<file path="src/rtl/instruction_fetch_responder.sv">
// Fetch-side responder with a one-entry last-fetch buffer in front of a valid/ready memory read port.
// Buffer hits answer in the same cycle; misses issue a single read and answer from the buffer once it fills.
module instruction_fetch_responder #(
  parameter int ADDR_WIDTH        = 32,
  parameter int INSTRUCTION_WIDTH = 32
) (
  input  logic                         clk,
  input  logic                         rst,
  input  logic [ADDR_WIDTH-1:0]        instruction_addr,
  input  logic                         instruction_fetch_activate,
  output logic [INSTRUCTION_WIDTH-1:0] instruction_data,
  output logic                         instruction_fetch_done,
  input  logic                         invalidate,
  output logic                         mem_req_valid,
  input  logic                         mem_req_ready,
  output logic [ADDR_WIDTH-1:0]        mem_req_addr,
  input  logic                         mem_resp_valid,
  input  logic [INSTRUCTION_WIDTH-1:0] mem_resp_data
);

  typedef enum logic [1:0] {
    IDLE  = 2'd0,
    ISSUE = 2'd1,
    WAIT  = 2'd2
  } state_e;

  state_e                       state_q;
  logic                         buf_valid_q;
  logic [ADDR_WIDTH-1:0]        buf_addr_q;
  logic [INSTRUCTION_WIDTH-1:0] buf_data_q;
  logic [ADDR_WIDTH-1:0]        req_addr_q;
  logic                         stale_q;

  logic hit;
  logic fill;

  assign hit = instruction_fetch_activate && buf_valid_q &&
               (buf_addr_q == instruction_addr) && !invalidate;

  assign instruction_fetch_done = hit;
  assign instruction_data       = hit ? buf_data_q : '0;

  assign mem_req_valid = (state_q == ISSUE);
  assign mem_req_addr  = req_addr_q;

  // A response that raced an invalidate (now or earlier in WAIT) is dropped.
  assign fill = (state_q == WAIT) && mem_resp_valid && !stale_q && !invalidate;

  always_ff @(posedge clk or posedge rst) begin
    if (rst) begin
      state_q     <= IDLE;
      buf_valid_q <= 1'b0;
      buf_addr_q  <= '0;
      buf_data_q  <= '0;
      req_addr_q  <= '0;
      stale_q     <= 1'b0;
    end else begin
      if (invalidate) begin
        buf_valid_q <= 1'b0;
      end else if (fill) begin
        buf_valid_q <= 1'b1;
      end

      if (fill) begin
        buf_addr_q <= req_addr_q;
        buf_data_q <= mem_resp_data;
      end

      unique case (state_q)
        IDLE: begin
          if (instruction_fetch_activate && !hit) begin
            req_addr_q <= instruction_addr;
            state_q    <= ISSUE;
          end
        end
        ISSUE: begin
          // valid&&ready is a completed transfer, so it wins over dropping the
          // request; otherwise a late response could land on a later request.
          if (mem_req_ready) begin
            stale_q <= 1'b0;
            state_q <= WAIT;
          end else if (!instruction_fetch_activate || hit) begin
            state_q <= IDLE;
          end else begin
            req_addr_q <= instruction_addr;
          end
        end
        WAIT: begin
          if (invalidate) begin
            stale_q <= 1'b1;
          end
          if (mem_resp_valid) begin
            state_q <= IDLE;
          end
        end
        default: begin
          state_q <= IDLE;
        end
      endcase
    end
  end

endmodule

</file>
<file path="config.mk">
export PLATFORM = sky130hd
export DESIGN_NAME = instruction_fetch_responder
export DESIGN_NICKNAME = d
export VERILOG_FILES = /design/src/rtl/instruction_fetch_responder.sv
export SDC_FILE = /design/constraint.sdc
export NUM_CORES = 1
export LEC_CHECK = 0
export ABC_AREA = 0
export CELL_PAD_IN_SITES_DETAIL_PLACEMENT = 0
export CELL_PAD_IN_SITES_GLOBAL_PLACEMENT = 1
export CORE_AREA = 3 3 92 129
export DETAILED_ROUTE_END_ITERATION = 10
export DIE_AREA = 0 0 95 132
export DONT_BUFFER_PORTS = 1
export HOLD_SLACK_MARGIN = 0.06
export PLACE_DENSITY = 0.81
export SYNTH_ARGS = -nofsm -noshare
export SYNTH_HDL_FRONTEND = slang
export SYNTH_SLANG_ARGS = --single-unit
</file>
<file path="constraint.sdc">
create_clock -name clk -period 4.3 [get_ports clk]
set_input_delay 0.645 -clock clk [delete_from_list [all_inputs] [get_ports clk]]
set_output_delay 0.645 -clock clk [all_outputs]
set_load 0.01 [all_outputs]
</file>
======== After elaboration in Yosys (flattened, before gate mapping) ========
Index checks and enable logic that the tools add are counted.
cells by class
  add/subtract/negate cells ............... 0
  $mul .................................... 0
  div/mod/pow operators ................... 0
  order comparisons ....................... 0
  eq/ne operators ......................... 10
  shifts and indexed selects .............. 0
  muxes and demuxes ....................... 15
  bitwise operators ....................... 0
  reduce and logical (&&, ||, !) cells .... 19
operators with widths
  kind                                                  number
  two-way mux 32 bit                                    4
  case mux 32 bit (2 select lines)                      1
  equality test 32 bit                                  1
  != test 2 bit (second input constant)                 5
  two-way mux 2 bit                                     4
  logical AND 1 bit                                     7
  case mux 2 bit (3 select lines)                       1
  AND reduction 3 bit                                   2
  nonzero test 2 bit                                    3
  logical NOT 1 bit                                     4
  two-way mux 1 bit                                     4
  AND reduction 4 bit                                   1
  != test 3 x 1 -> 1 bit (second input constant)        1
  equality test 2 x 1 -> 1 bit (second input constant)  1
  equality test 2 bit (second input constant)           1
  logical NOT 2 bit                                     1
  != test 2 x 1 -> 1 bit (second input constant)        1
  case mux 1 bit (2 select lines)                       1
  logical OR 1 bit                                      1
storage, ports and cells
  flip-flop bits (word level) ............. 100
  bits in latches ......................... 0
  memory bits (writable) .................. 0
  ROM bits ................................ 0
  input port bits ......................... 70
  memories ................................ 0

======== Longest topological paths before layout ========
  depth in word-level cells ............... 7
  mapped depth ............................ 7
  mapped depth without buffers ............ 5

======== Least setup slack after synthesis ========
OpenSTA, ideal clock, no wires.
  path type ............................... input-to-output
  start ................................... input instruction_addr[13]
  end ..................................... output instruction_data[15]
  arrival ................................. 2.099 ns
  required time ........................... 3.655 ns
  setup slack ............................. 1.556 ns
  stages on the path ...................... 6
  cells stage by stage .................... xor2_1 -> nor4_1 -> nand4_1 -> nor4_2 -> buf_2 -> and2_1
between the ends
  longest elaborated chain between the ends .. 4
ends and longest elaborated chain
  what                        line  source
  start, declared             9     input logic [ADDR_WIDTH-1:0] instruction_addr,
  equality test 32 bit        38    (buf_addr_q == instruction_addr) && !invalidate;
  logical AND 1 bit           37    assign hit = instruction_fetch_activate && buf_valid_q &&
  logical AND 1 bit           38
  via instruction_fetch_done  12    output logic instruction_fetch_done,
  two-way mux 32 bit          41    assign instruction_data = hit ? buf_data_q : '0;
  end, declared               11    output logic [INSTRUCTION_WIDTH-1:0] instruction_data,
The timed path passes the listed nets, and every way through them passes these cells.

======== Worst setup path after layout ========
  start ................................... register buf_addr_q[3]
  end ..................................... output instruction_data[6]
between the ends
  longest elaborated chain between the ends .. 4
ends and longest elaborated chain
  what                        line  source
  start, declared             29    logic [ADDR_WIDTH-1:0] buf_addr_q;
  start signal, assigned      65    buf_addr_q <= req_addr_q;
  equality test 32 bit        38
  logical AND 1 bit           37
  logical AND 1 bit           38
  via instruction_fetch_done  12
  two-way mux 32 bit          41
The timed path passes the listed nets, and every way through them passes these cells.

==> impl_metrics.json <==
{
  "drv_cap": 0,
  "start_util_pct": 48.4,
  "grtUsageTotal_pct": 22.2,
  "setup_violations": 0,
  "die_width_um": 95,
  "wire_per_inst_um": 22.3,
  "clockBufferDepth": 2,
  "slew_headroom_pct": 24.1,
  "status": "finished clean",
  "met1_length_um": 5290,
  "worst_slew_pin_slew_ns": 1.14,
  "numClockSinks": 100,
  "port_buffers": 0,
  "nFillCells": 945,
  "critPathMaxFanout": 34,
  "ctsResizeCount": 0,
  "clk_pin_slew_worst_paths_ns": 0.07,
  "antenna_found_initial": 0,
  "hold_class": "primary input to async pin",
  "synthTopCellsByArea": "dfrtp_1 (48%), mux2_2 (14%), and2_1 (7.6%), a22oi_2 (7.1%), xor2_1 (5.2%)",
  "netlist.area_leader.share_pct": 47.6,
  "cts_buffers": 9,
  "ys_types": 30,
  "drt_iter0_markers": 108,
  "max_freq_mhz": 321,
  "die_h_um": 132,
  "area_growth_pct": 8.47,
  "netlist_instances": 467,
  "rsz0062_at_grt": "no",
  "antenna_cells": 0,
  "post_cts_buffers": 0,
  "wl_um": 13300,
  "ios": 136,
  "fin_tns_setup_ns": 0,
  "fin_crit_sh_pct": 72.4,
  "core_area_mm2": 0.0109,
  "path_class": "flip-flop to output port",
  "holdBufCountCts": 0,
  "synth-xor-area-share_pct": 5.33,
  "dp_slack_ns": 1.24,
  "grt_start_max_net_pins": 70,
  "wl_met3_um": 988,
  "hold_viol": 0,
  "ys_warn_count": 0,
  "clk_latency_ns": 0.34,
  "arrival_ns": 2.47,
  "grt_pass1_wl_um": 21300,
  "hpwl_um": 9170,
  "syn_nets": 537,
  "cp.required_ns": 3.65,
  "ys_seq_area_share_pct": 47.6,
  "critical_path.endpoint_type": "output port",
  "drv_slew": 0,
  "htreeDepth": 3,
  "root_buffer": "clkbuf_16",
  "num_vias": 3691,
  "finClkSkew_ns": 0.00530,
  "rows": 45,
  "fin_ws_ns": 1.19,
  "wl_met2_um": 6680,
  "grt-ovfl-total": 0,
  "power_density_mw_per_mm2": 545,
  "synth-seq-cells": 100,
  "synth_edf_count": 0,
  "gp_congestion": 0.785,
  "synth.cell_area_mm2": 0.00526,
  "tritoncts": "built",
  "ant_nets": 0,
  "synthSimpleGateAreaFrac_pct": 19.0,
  "post-route-drc-count": 0,
  "synth_ff_type": "dfrtp_1",
  "synthAdderAreaFrac_pct": 0,
  "synth_largest_area_cell": "dfrtp_1",
  "start_kind": "flip-flop",
  "top_layer_used": "met4",
  "fp.dieArea_mm2": 0.0125,
  "synth_top_family_by_area": "simple AND/OR/NAND/NOR gates",
  "p_leak_nw": 2.36,
  "finalWorstPathRequiredPeriod_ns": 3.11,
  "vdd_drop_max_mv": 0.275,
  "syn_area_per_cell_um2": 11.3,
  "muxShareOfSynthArea_pct": 13.7,
  "dr.pass1.iters": 4,
  "vias_per_cell": 6.16,
  "synth-compound-area-share_pct": 11.0,
  "grt_pass1_vias": 3955,
  "synthArstFlopShare_pct": 100,
  "drive_above_1_share_pct": 27.7,
  "fin_nets": 523
}
## final timing paths
path	from	end	depth (start not counted)	slack, ns
max	buf_addr_q[3]	instruction_data[6]	6	1.19
min	rst	mem_req_addr[3]	1	0.36
max reg2reg	buf_addr_q[28]	mem_req_addr[31]	6	1.61
min reg2reg	buf_valid_q	buf_valid_q	1	0.48
max in group asynchronous	rst	buf_addr_q[5]	2	2.95
min in group clk	mem_resp_valid	state_q[1]	1	0.40
## where the power goes
group | internal (mW) | leakage [nW] | total [mW] | switching [mW]
clock | 0.513 | 0.148 | 0.883 | 0.370
sequential | 1.27 | 1.23 | 1.55 | 0.279
combinational | 0.369 | 0.987 | 0.676 | 0.307
## flip-flops by register name (all words and copies together) (netlist names)
name and cells:
state_q 2, buf_valid_q 1, mem_req_addr 32, buf_addr_q 32, buf_data_q 32, stale_q 1
## critical path, stage by stage, from the launching register on
cell,delay (ns)
dfrtp_1,0.39
xor2_1,0.16
nor4_1,0.50
nand4_1,0.24
nor4_4,0.24
buf_4,0.33
and2_1,0.24
## layout by cell type (no fill, tap or decap), types with 3 or more instances in the layout
cell / Yosys / layout
a22oi_2: 30 / 30
and2_1: 64 / 64
buf_4: 0 / 12
clkbuf_16: 0 / 9
clkinvlp_4: 0 / 3
dfrtp_1: 100 / 100
mux2_2: 64 / 64
nand3_1: 32 / 32
nand3b_1: 4 / 4
nand4_1: 35 / 35
nor4_1: 11 / 11
o21ai_0: 35 / 35
xor2_1: 31 / 31
## layout make-up
class,count,area (um2),area share (%)
sequential,100,2500,43.9
inverter,3,13.8,0.241
tap,141,176,3.09
timing repair buffer,12,90.1,1.58
clock inverter,7,100,1.75
clock buffer,9,225,3.95
multi-input combinational,327,2600,45.5
## layer usage
layer  up-vias  track usage (%)
met3        26             7.65
met2       122             36.2
li1       1675                -
met4         0             9.47
met5         -                0
met1      1868             26.3
## synth_stat cells (3+ instances only)
master	n
xor2_1	31
inv_1	3
o21ai_0	35
nand3_1	32
buf_6	3
buf_2	7
and2_1	64
dfrtp_1	100
nand3b_1	4
a22oi_2	30
mux2_2	64
nor4_1	11
clkbuf_1	27
nand4_1	35
## kinds of logic (layout without fill, tap and decap cells)
family / count (synthesis) / count (layout)
DFF: 100 / 100
buffers and inverters: 40 / 31
muxes: 64 / 64
AOI/OAI and AO/OA: 69 / 69
and+or+nand+nor: 162 / 162
xor gates and xnor gates: 32 / 32
## stage by stage
step / hold WS (ns) / utilization [%] / area (um2) / total power [mW] / std cells
6_report: 0.355 / 52.5 / 5710 / 3.11 / 599
5_1_grt: 0.400 / 52.5 / 5710 / 3.30 / 599
4_1_cts: 0.385 / 52.5 / 5710 / 3.15 / 599
3_5_place_dp: 0.467 / 49.5 / 5380 / 2.26 / 583
3_3_place_gp: 0.461 / 49.5 / 5380 / 2.21 / 583
2_1_floorplan: 0.450 / - / 5260 / 2.04 / 467
(Power assumes the default switching activity.)
